### src/rtl/modexp_ctrl.sv
// Modular-exponentiation controller: loads 32-word operands, walks the
// exponent MSB-first issuing Montgomery operations (left-to-right binary
// method), then streams the 32-word result out of the datapath.
// Ports:
//   clk, reset           single clock, synchronous active-high reset
//   startInput           load request (IDLE only)
//   m/n/e_input          operand words, LS word first (m/n go to datapath)
//   ld_we, ld_addr       datapath m/n write strobe and word address
//   mm_start, mm_op      multiplier start pulse and operation code
//   mm_done              multiplier completion pulse
//   getResult            readout request (DONE only)
//   res_addr, res_in     result read address / data (data one cycle later)
//   res_out, res_valid   registered result word and qualifier
//   busy, state          status / debug
module modexp_ctrl #(
  parameter int unsigned DATA_WIDTH = 32,
  parameter int unsigned ADDR_WIDTH = 5
) (
  input  logic                  clk,
  input  logic                  reset,
  input  logic                  startInput,
  input  logic [DATA_WIDTH-1:0] m_input,
  input  logic [DATA_WIDTH-1:0] n_input,
  input  logic [DATA_WIDTH-1:0] e_input,
  input  logic                  getResult,
  output logic                  ld_we,
  output logic [ADDR_WIDTH-1:0] ld_addr,
  output logic                  mm_start,
  output logic [2:0]            mm_op,
  input  logic                  mm_done,
  output logic [ADDR_WIDTH-1:0] res_addr,
  input  logic [DATA_WIDTH-1:0] res_in,
  output logic [DATA_WIDTH-1:0] res_out,
  output logic                  res_valid,
  output logic                  busy,
  output logic [3:0]            state
);

  localparam int unsigned TOTAL_ADDR = 2 ** ADDR_WIDTH;
  localparam int unsigned BIT_W      = $clog2(DATA_WIDTH);
  localparam int unsigned IDX_W      = ADDR_WIDTH + BIT_W;
  localparam logic [IDX_W-1:0]      IDX_MAX  = {IDX_W{1'b1}};
  localparam logic [ADDR_WIDTH-1:0] ADDR_MAX = {ADDR_WIDTH{1'b1}};

  localparam logic [2:0] OP_CONV_M   = 3'd0;
  localparam logic [2:0] OP_CONV_X   = 3'd1;
  localparam logic [2:0] OP_SQUARE   = 3'd2;
  localparam logic [2:0] OP_MULT     = 3'd3;
  localparam logic [2:0] OP_CONV_OUT = 3'd4;

  typedef enum logic [3:0] {
    S_IDLE     = 4'd0,
    S_LOAD     = 4'd1,
    S_CONV_M   = 4'd2,
    S_CONV_X   = 4'd3,
    S_SCAN     = 4'd4,
    S_SQUARE   = 4'd5,
    S_MULT     = 4'd6,
    S_CONV_OUT = 4'd7,
    S_DONE     = 4'd8,
    S_READ     = 4'd9
  } state_t;

  state_t                  state_q, state_d;
  logic                    ld_we_q, ld_we_d;
  logic [ADDR_WIDTH-1:0]   ld_addr_q, ld_addr_d;
  logic                    mm_start_q, mm_start_d;
  logic [2:0]              mm_op_q, mm_op_d;
  logic [IDX_W-1:0]        idx_q, idx_d;
  logic [ADDR_WIDTH-1:0]   res_addr_q, res_addr_d;
  logic                    addr_act_q, addr_act_d;   // res_addr valid this cycle
  logic                    rd_pend_q, rd_pend_d;     // res_in valid this cycle
  logic [DATA_WIDTH-1:0]   res_out_q, res_out_d;
  logic                    res_valid_q, res_valid_d;
  logic                    busy_q, busy_d;
  logic [DATA_WIDTH-1:0]   bank_q [TOTAL_ADDR];
  logic                    exp_bit;
  logic                    mm_ack;

  // m/n words are written straight into the datapath; only e is kept here.
  logic unused_operands;
  assign unused_operands = ^{m_input, n_input};

  assign exp_bit = bank_q[idx_q[IDX_W-1:BIT_W]][idx_q[BIT_W-1:0]];
  // A done pulse coinciding with our own start pulse is stale.
  assign mm_ack  = mm_done & ~mm_start_q;

  // Exponent bank, written during LOAD.
  always_ff @(posedge clk) begin
    if (ld_we_q) bank_q[ld_addr_q] <= e_input;
  end

  always_ff @(posedge clk) begin
    if (reset) begin
      state_q     <= S_IDLE;
      ld_we_q     <= 1'b0;
      ld_addr_q   <= '0;
      mm_start_q  <= 1'b0;
      mm_op_q     <= 3'd0;
      idx_q       <= IDX_MAX;
      res_addr_q  <= '0;
      addr_act_q  <= 1'b0;
      rd_pend_q   <= 1'b0;
      res_out_q   <= '0;
      res_valid_q <= 1'b0;
      busy_q      <= 1'b0;
    end else begin
      state_q     <= state_d;
      ld_we_q     <= ld_we_d;
      ld_addr_q   <= ld_addr_d;
      mm_start_q  <= mm_start_d;
      mm_op_q     <= mm_op_d;
      idx_q       <= idx_d;
      res_addr_q  <= res_addr_d;
      addr_act_q  <= addr_act_d;
      rd_pend_q   <= rd_pend_d;
      res_out_q   <= res_out_d;
      res_valid_q <= res_valid_d;
      busy_q      <= busy_d;
    end
  end

  // Next-state and registered-output logic; every issue-state entry
  // (including SQUARE re-entry) raises mm_start for one cycle.
  always_comb begin
    state_d     = state_q;
    ld_we_d     = 1'b0;
    ld_addr_d   = '0;
    mm_start_d  = 1'b0;
    mm_op_d     = mm_op_q;
    idx_d       = idx_q;
    res_addr_d  = res_addr_q;
    addr_act_d  = 1'b0;
    rd_pend_d   = addr_act_q;
    res_valid_d = rd_pend_q;
    res_out_d   = rd_pend_q ? res_in : res_out_q;

    case (state_q)
      S_IDLE: begin
        if (startInput) begin
          state_d = S_LOAD;
          ld_we_d = 1'b1;
        end
      end
      S_LOAD: begin
        if (ld_addr_q == ADDR_MAX) begin
          state_d    = S_CONV_M;
          mm_start_d = 1'b1;
          mm_op_d    = OP_CONV_M;
        end else begin
          ld_we_d   = 1'b1;
          ld_addr_d = ld_addr_q + ADDR_WIDTH'(1);
        end
      end
      S_CONV_M: begin
        if (mm_ack) begin
          state_d    = S_CONV_X;
          mm_start_d = 1'b1;
          mm_op_d    = OP_CONV_X;
        end
      end
      S_CONV_X: begin
        if (mm_ack) begin
          state_d = S_SCAN;
          idx_d   = IDX_MAX;
        end
      end
      // Skip leading zero bits without touching the multiplier.
      S_SCAN: begin
        if (exp_bit) begin
          state_d    = S_SQUARE;
          mm_start_d = 1'b1;
          mm_op_d    = OP_SQUARE;
        end else if (idx_q != '0) begin
          idx_d = idx_q - IDX_W'(1);
        end else begin
          state_d    = S_CONV_OUT;
          mm_start_d = 1'b1;
          mm_op_d    = OP_CONV_OUT;
        end
      end
      S_SQUARE: begin
        if (mm_ack) begin
          mm_start_d = 1'b1;
          if (exp_bit) begin
            state_d = S_MULT;
            mm_op_d = OP_MULT;
          end else if (idx_q != '0) begin
            idx_d   = idx_q - IDX_W'(1);
            state_d = S_SQUARE;
            mm_op_d = OP_SQUARE;
          end else begin
            state_d = S_CONV_OUT;
            mm_op_d = OP_CONV_OUT;
          end
        end
      end
      S_MULT: begin
        if (mm_ack) begin
          mm_start_d = 1'b1;
          if (idx_q != '0) begin
            idx_d   = idx_q - IDX_W'(1);
            state_d = S_SQUARE;
            mm_op_d = OP_SQUARE;
          end else begin
            state_d = S_CONV_OUT;
            mm_op_d = OP_CONV_OUT;
          end
        end
      end
      S_CONV_OUT: begin
        if (mm_ack) state_d = S_DONE;
      end
      S_DONE: begin
        if (getResult) begin
          state_d    = S_READ;
          res_addr_d = '0;
          addr_act_d = 1'b1;
        end
      end
      // Addresses run 0..31, then the two-deep data pipe drains.
      S_READ: begin
        if (addr_act_q && (res_addr_q != ADDR_MAX)) begin
          addr_act_d = 1'b1;
          res_addr_d = res_addr_q + ADDR_WIDTH'(1);
        end else if (!addr_act_q && !rd_pend_q && res_valid_q) begin
          state_d    = S_IDLE;
          res_addr_d = '0;
        end
      end
      default: state_d = S_IDLE;
    endcase

    busy_d = (state_d != S_IDLE);
  end

  assign ld_we     = ld_we_q;
  assign ld_addr   = ld_addr_q;
  assign mm_start  = mm_start_q;
  assign mm_op     = mm_op_q;
  assign res_addr  = res_addr_q;
  assign res_out   = res_out_q;
  assign res_valid = res_valid_q;
  assign busy      = busy_q;
  assign state     = state_q;

endmodule

### config.mk
export PLATFORM = sky130hd
export DESIGN_NAME = modexp_ctrl
export DESIGN_NICKNAME = d
export VERILOG_FILES = /design/src/rtl/modexp_ctrl.sv
export SDC_FILE = /design/constraint.sdc
export NUM_CORES = 1
export LEC_CHECK = 0
export ABC_AREA = 0
export CAP_MARGIN = 0
export CORE_MARGIN = 4
export CORE_UTILIZATION = 46
export DETAILED_ROUTE_END_ITERATION = 16
export GPL_ROUTABILITY_DRIVEN = 0
export MAX_ROUTING_LAYER = met4
export PLACE_DENSITY = 0.71
export SLEW_MARGIN = 10
export SYNTH_ARGS = -nofsm -noshare
export SYNTH_HDL_FRONTEND = slang
export SYNTH_SLANG_ARGS = --single-unit
### constraint.sdc
create_clock -name clk -period 7.7 [get_ports clk]
set_input_delay 2.31 -clock clk [delete_from_list [all_inputs] [get_ports clk]]
set_output_delay 2.31 -clock clk [all_outputs]
set_load 0.01 [all_outputs]
# After elaboration in Yosys (flattened, before gate mapping)
# Memory sizes are Yosys's and may differ from the RTL's. A register that Yosys moved wholly into a read port is not among the register bits.
# Index checks and enable logic that the tools add are counted.
# op_classes
eq_ne	19
bitwise	3
mux	51
reduce_logical	16
n_addsub	3
n_lt_le_gt_ge	1
# ops
cell	count
$mux 10	5
$mux 4	12
$pmux 10 s4	1
$pmux 4 s10	1
$mux 5	5
$mux 3	8
$eq 4x3->1 const B	4
$pmux 3 s5	1
$ne 2x2->1 const B	6
$mux 1	11
$add 5x1->5 const B	2
$pmux 5 s2	1
$reduce_bool 10->1	1
$sub 10x1->10 const B	1
$eq 4x2->1 const B	2
$eq 4x4->1 const B	2
$reduce_bool 4->1	2
$lt 5x6->1 const B	1
$ne 3x3->1 const B	2
$reduce_and 6->1	1
$reduce_or 3->1	2
$bmux 1 s5	1
$eq 5x5->1 const B	1
$ne 5x5->1 const B	1
13 further kinds	19
# totals
ram_bits	1024
reg_bits	65
output_inout_bits	53
mem_count	1
elab_cells	106
# mem_list
name	depth	word_bits	read_ports	rd_clocked_by_memory_dff	write_ports	line	source
bank_q	32	32	1	1	1	76	logic [DATA_WIDTH-1:0] bank_q [TOTAL_ADDR];

# Depth between registers and ports, before layout
# logic_depth
depth_word	7
mapped_depth	16

# Worst setup path after synthesis
# OpenSTA, ideal clock, no wires.
# synth_timing
path_kind	in2reg
from	in mm_done
to	reg idx_q[3]
required_time_ns	7.580
path_stages	6
path_slack_ns	3.767
setup_time_ns	0.120
path_buffers	0
t_arrival_ns	3.813
path_cell_list	nand2b_1 > or3_1 > a21oi_1 > inv_1 > a211o_1 > a211o_1
# synth_between
elab_chain_cells	3
word_cells_on_any_way	5
classes_between	eq/ne: 3; bitwise: 1; reduce/logical: 1
# synth_lines
item	line	source
start: declaration	30	input logic mm_done,
$and 1x1->1 (*)	86	assign mm_ack = mm_done & ~mm_start_q;
$ne 2x2->1 (no source line)	--	
$reduce_and 4->1 (no source line) (*)	--	
end signal: assignment	113	idx_q <= idx_d;
end: declaration	69	logic [IDX_W-1:0] idx_q, idx_d;
# Mark *: on every way between the ends. The rest lies on a longest branch, timed or not.
# A chain may end at the register's enable or synchronous reset.

==> flow_metrics.py <==
metrics = {
    "run_status": {
        "status": "finished, final reports clean",
    },
    "sta": {
        "layout_setup_ws_ns": 2.91,
        "drv_slew": 0,
        "rsz0062_at_grt": "false",
        "finalHoldViolCount": 0,
        "fmax_ghz": 0.209,
        "period_needed_ns": 4.79,
        "fin_crit_sh_pct": 62.2,
        "max-slew-margin-rel_pct": 17.8,
        "tightest_slew_ns": 1.23,
        "setup_violations": 0,
        "fin_worst_skew_ns": 0.0303,
        "whs_ns": 0.492,
        "tns_ns": 0,
    },
    "floorplanning": {
        "row_count": 111,
        "ioPinCount": 186,
        "core_area_um2": 91900,
        "die_area_um2": 97800,
        "die_x_um": 313,
        "die_y_um": 313,
        "initial_core_util_pct": 46.4,
    },
    "route": {
        "via_count": 22655,
        "avgRoutedWirePerCell_um": 28.6,
        "drtAntennaViolNets": 0,
        "dr.pass1.iters": 6,
        "wl_um": 106000,
        "remaining_drc_errors": 0,
        "drtIter0Drc": 2698,
        "post_drt_via_cell_ratio": 6.15,
    },
    "critical_path": {
        "ff2ff_path_depth": 11,
        "cp.required_ns": 8.23,
        "crit_type": "flop to flop",
        "reg2reg_slack_ns": 2.91,
        "reg2reg_to": "idx_q[0]",
        "end_kind": "flop",
        "arrival_ns": 5.32,
        "start_kind": "flop",
        "path_max_fanout": 42,
    },
    "grt": {
        "grt-ovfl-total": 0,
        "grt_pass1_vias": 22416,
        "grt_usage_pct": 22.0,
        "grt_pass1_wl_um": 154000,
        "antenna_found_initial": 5,
        "grt_max_degree": 68,
    },
    "cts": {
        "clockBufferDepth": 3,
        "ctsRootBufferMaster": "clkbuf_16",
        "clk_pin_slew_worst_paths_ns": 0.06,
        "cts_inserted_buffers": 108,
        "hold_buffers": 0,
        "ctsResizeCount": 0,
        "cts_tree": "built",
        "clkSinkCount": 1094,
        "clkLatencyLatePin_ns": 0.67,
        "h-tree-depth": 3,
        "postCtsSetupRepairBufs": 0,
    },
    "worst_hold_path": {
        "holdCritStartpoint": "addr_act_q",
        "hp-class": "flop to flop",
        "hold_path_depth": 1,
        "worstHoldEndpoint": "rd_pend_q",
    },
    "finish": {
        "multiInputGateArea_um2": 10000,
        "drive_gt1_share_pct": 18.6,
        "n_fill_cell": 7088,
        "final_cell_mix": "edfxtp_1, mux2i_1, mux4_2, clkdlybuf4s50_1, clkbuf_16",
        "area_growth_pct": 14.3,
        "area.sequential_um2": 32200,
        "nets": 2493,
        "layout_commonest_cell": "edfxtp_1",
    },
    "placement": {
        "hpwl_um": 58900,
        "place_ws_ns": 2.97,
        "portBuffers": 121,
    },
    "yosys": {
        "synthMuxAreaShare_pct": 14.8,
        "ys_ff_latch": 1094,
        "yosysSeqAreaShare_pct": 75.3,
        "synth.cell_area_um2": 42700,
        "dominantRegCellSynth": "edfxtp_1",
        "synth.distinct_cells": 77,
        "synth_area_leader_cell": "edfxtp_1",
        "ys_async_sr_fraction_pct": 0,
        "synth_top_family_by_area": "multiplexers",
        "syn_area_per_cell_um2": 19.6,
        "synth-xor-area-share_pct": 0.0615,
        "synth-simple-area-share_pct": 3.58,
        "yosysWarnings": 0,
        "synth-compound-area-share_pct": 4.10,
        "syn_inst": 2182,
        "synth_edf_count": 1024,
        "synth_fa_ha_area_share_pct": 0.234,
        "synth_top_area_share_pct": 72.0,
        "synth_fp_nets": 2323,
        "synthTopCellsByArea": "edfxtp_1, mux4_2, mux2i_1, dfxtp_1, a22oi_1",
    },
    "power_and_ir_drop": {
        "cellPowerDensity_nw_per_um2": 241,
        "power.leakage_nw": 16.4,
        "ir_drop_mv": 0.203,
    },
    "run": {
        "maxCapViolations": 0,
    },
}
==> cells by family (layout without fill, tap and decap cells) <==
logic type	Yosys count	after routing
XOR/XNOR	3	3
buffers and inverters	132	388
AND/OR/NAND/NOR	312	312
multiplexers	394	394
adder cells (fa/ha/maj)	8	8
flip-flops	1094	1094
AO/OA/AOI/OAI	239	239
other	0	4
==> power breakdown <==
part	internal, mW	switching, mW
clock	2.93	2.13
sequential	6.52	0.00747
combinational	0.0553	0.145
==> cell type report <==
| class | instances | share of cell area, % |
|---|---|---|
| Sequential cell | 1094 | 65.9 |
| Clock inverter | 57 | 1.02 |
| Antenna cell | 4 | 0.0205 |
| Multi-Input combinational cell | 956 | 20.5 |
| Clock buffer | 139 | 5.90 |
| Tap cell | 1243 | 3.18 |
| Timing Repair Buffer | 177 | 3.41 |
| Inverter | 15 | 0.115 |
==> synth_stat cells, drive strengths merged, types with 15 or more instances <==
master and n:
a21oi 41, dfxtp 70, nand3 54, nand2 42
a22oi 88, mux2i 201, nor2 115, nor2b 18
edfxtp 1024, clkbuf 37, buf 80, nor3 15
mux4 190
==> per-stage QoR <==
stage               power [mW]  std cells  cell area (um^2)  utilization [%]
CTS                       11.8       3681             48800             53.1
finish                    11.8       3685             48800             53.1
global placement          6.84       3485             45400             49.4
floorplan                 6.70       2182             42700                -
detailed placement        6.85       3485             45400             49.4
global route              12.1       3685             48800             53.1
==> state kept, by name (all words and copies together), names as in the netlist, named ones only <==
signal / cells
state: 4
bank_q: 1024
res_valid: 1
res_addr: 5
addr_act_q: 1
busy: 1
res_out: 32
rd_pend_q: 1
ld_we: 1
idx_q: 10
mm_op: 3
ld_addr: 5
mm_start: 1
==> layer usage <==
metal | global-route usage (%) | up-vias | wire length (um)
met5 | - | - | 0
met3 | 3.97 | 210 | 10800
met1 | 30.0 | 11738 | 40600
met4 | 6.07 | 0 | 2960
met2 | 34.7 | 1359 | 51200
li1 | - | 9348 | -
==> worst max-delay path by stage <==
stage,end,slack (ns),cells after the start
final,idx_q[0],2.91,11
after CTS,idx_q[0],2.91,11
after global placement,idx_q[3],2.99,11
after detailed placement,idx_q[3],2.97,7
after global routing,idx_q[0],2.61,11
after floorplan,idx_q[3],3.77,6
==> worst max-delay path, cell delays in order, from the launching register on <==
cell and delay [ns]:
dfxtp_4 0.87, buf_4 0.73, buf_4 0.40, mux4_2 0.27, a22o_1 0.14, a221oi_1 0.06
o22ai_1 0.47, o211ai_2 0.20, nor3_2 0.52, o21ai_2 0.22, a211oi_1 0.44, o221ai_1 0.18
No activity file was read; power rests on OpenSTA's default activity.
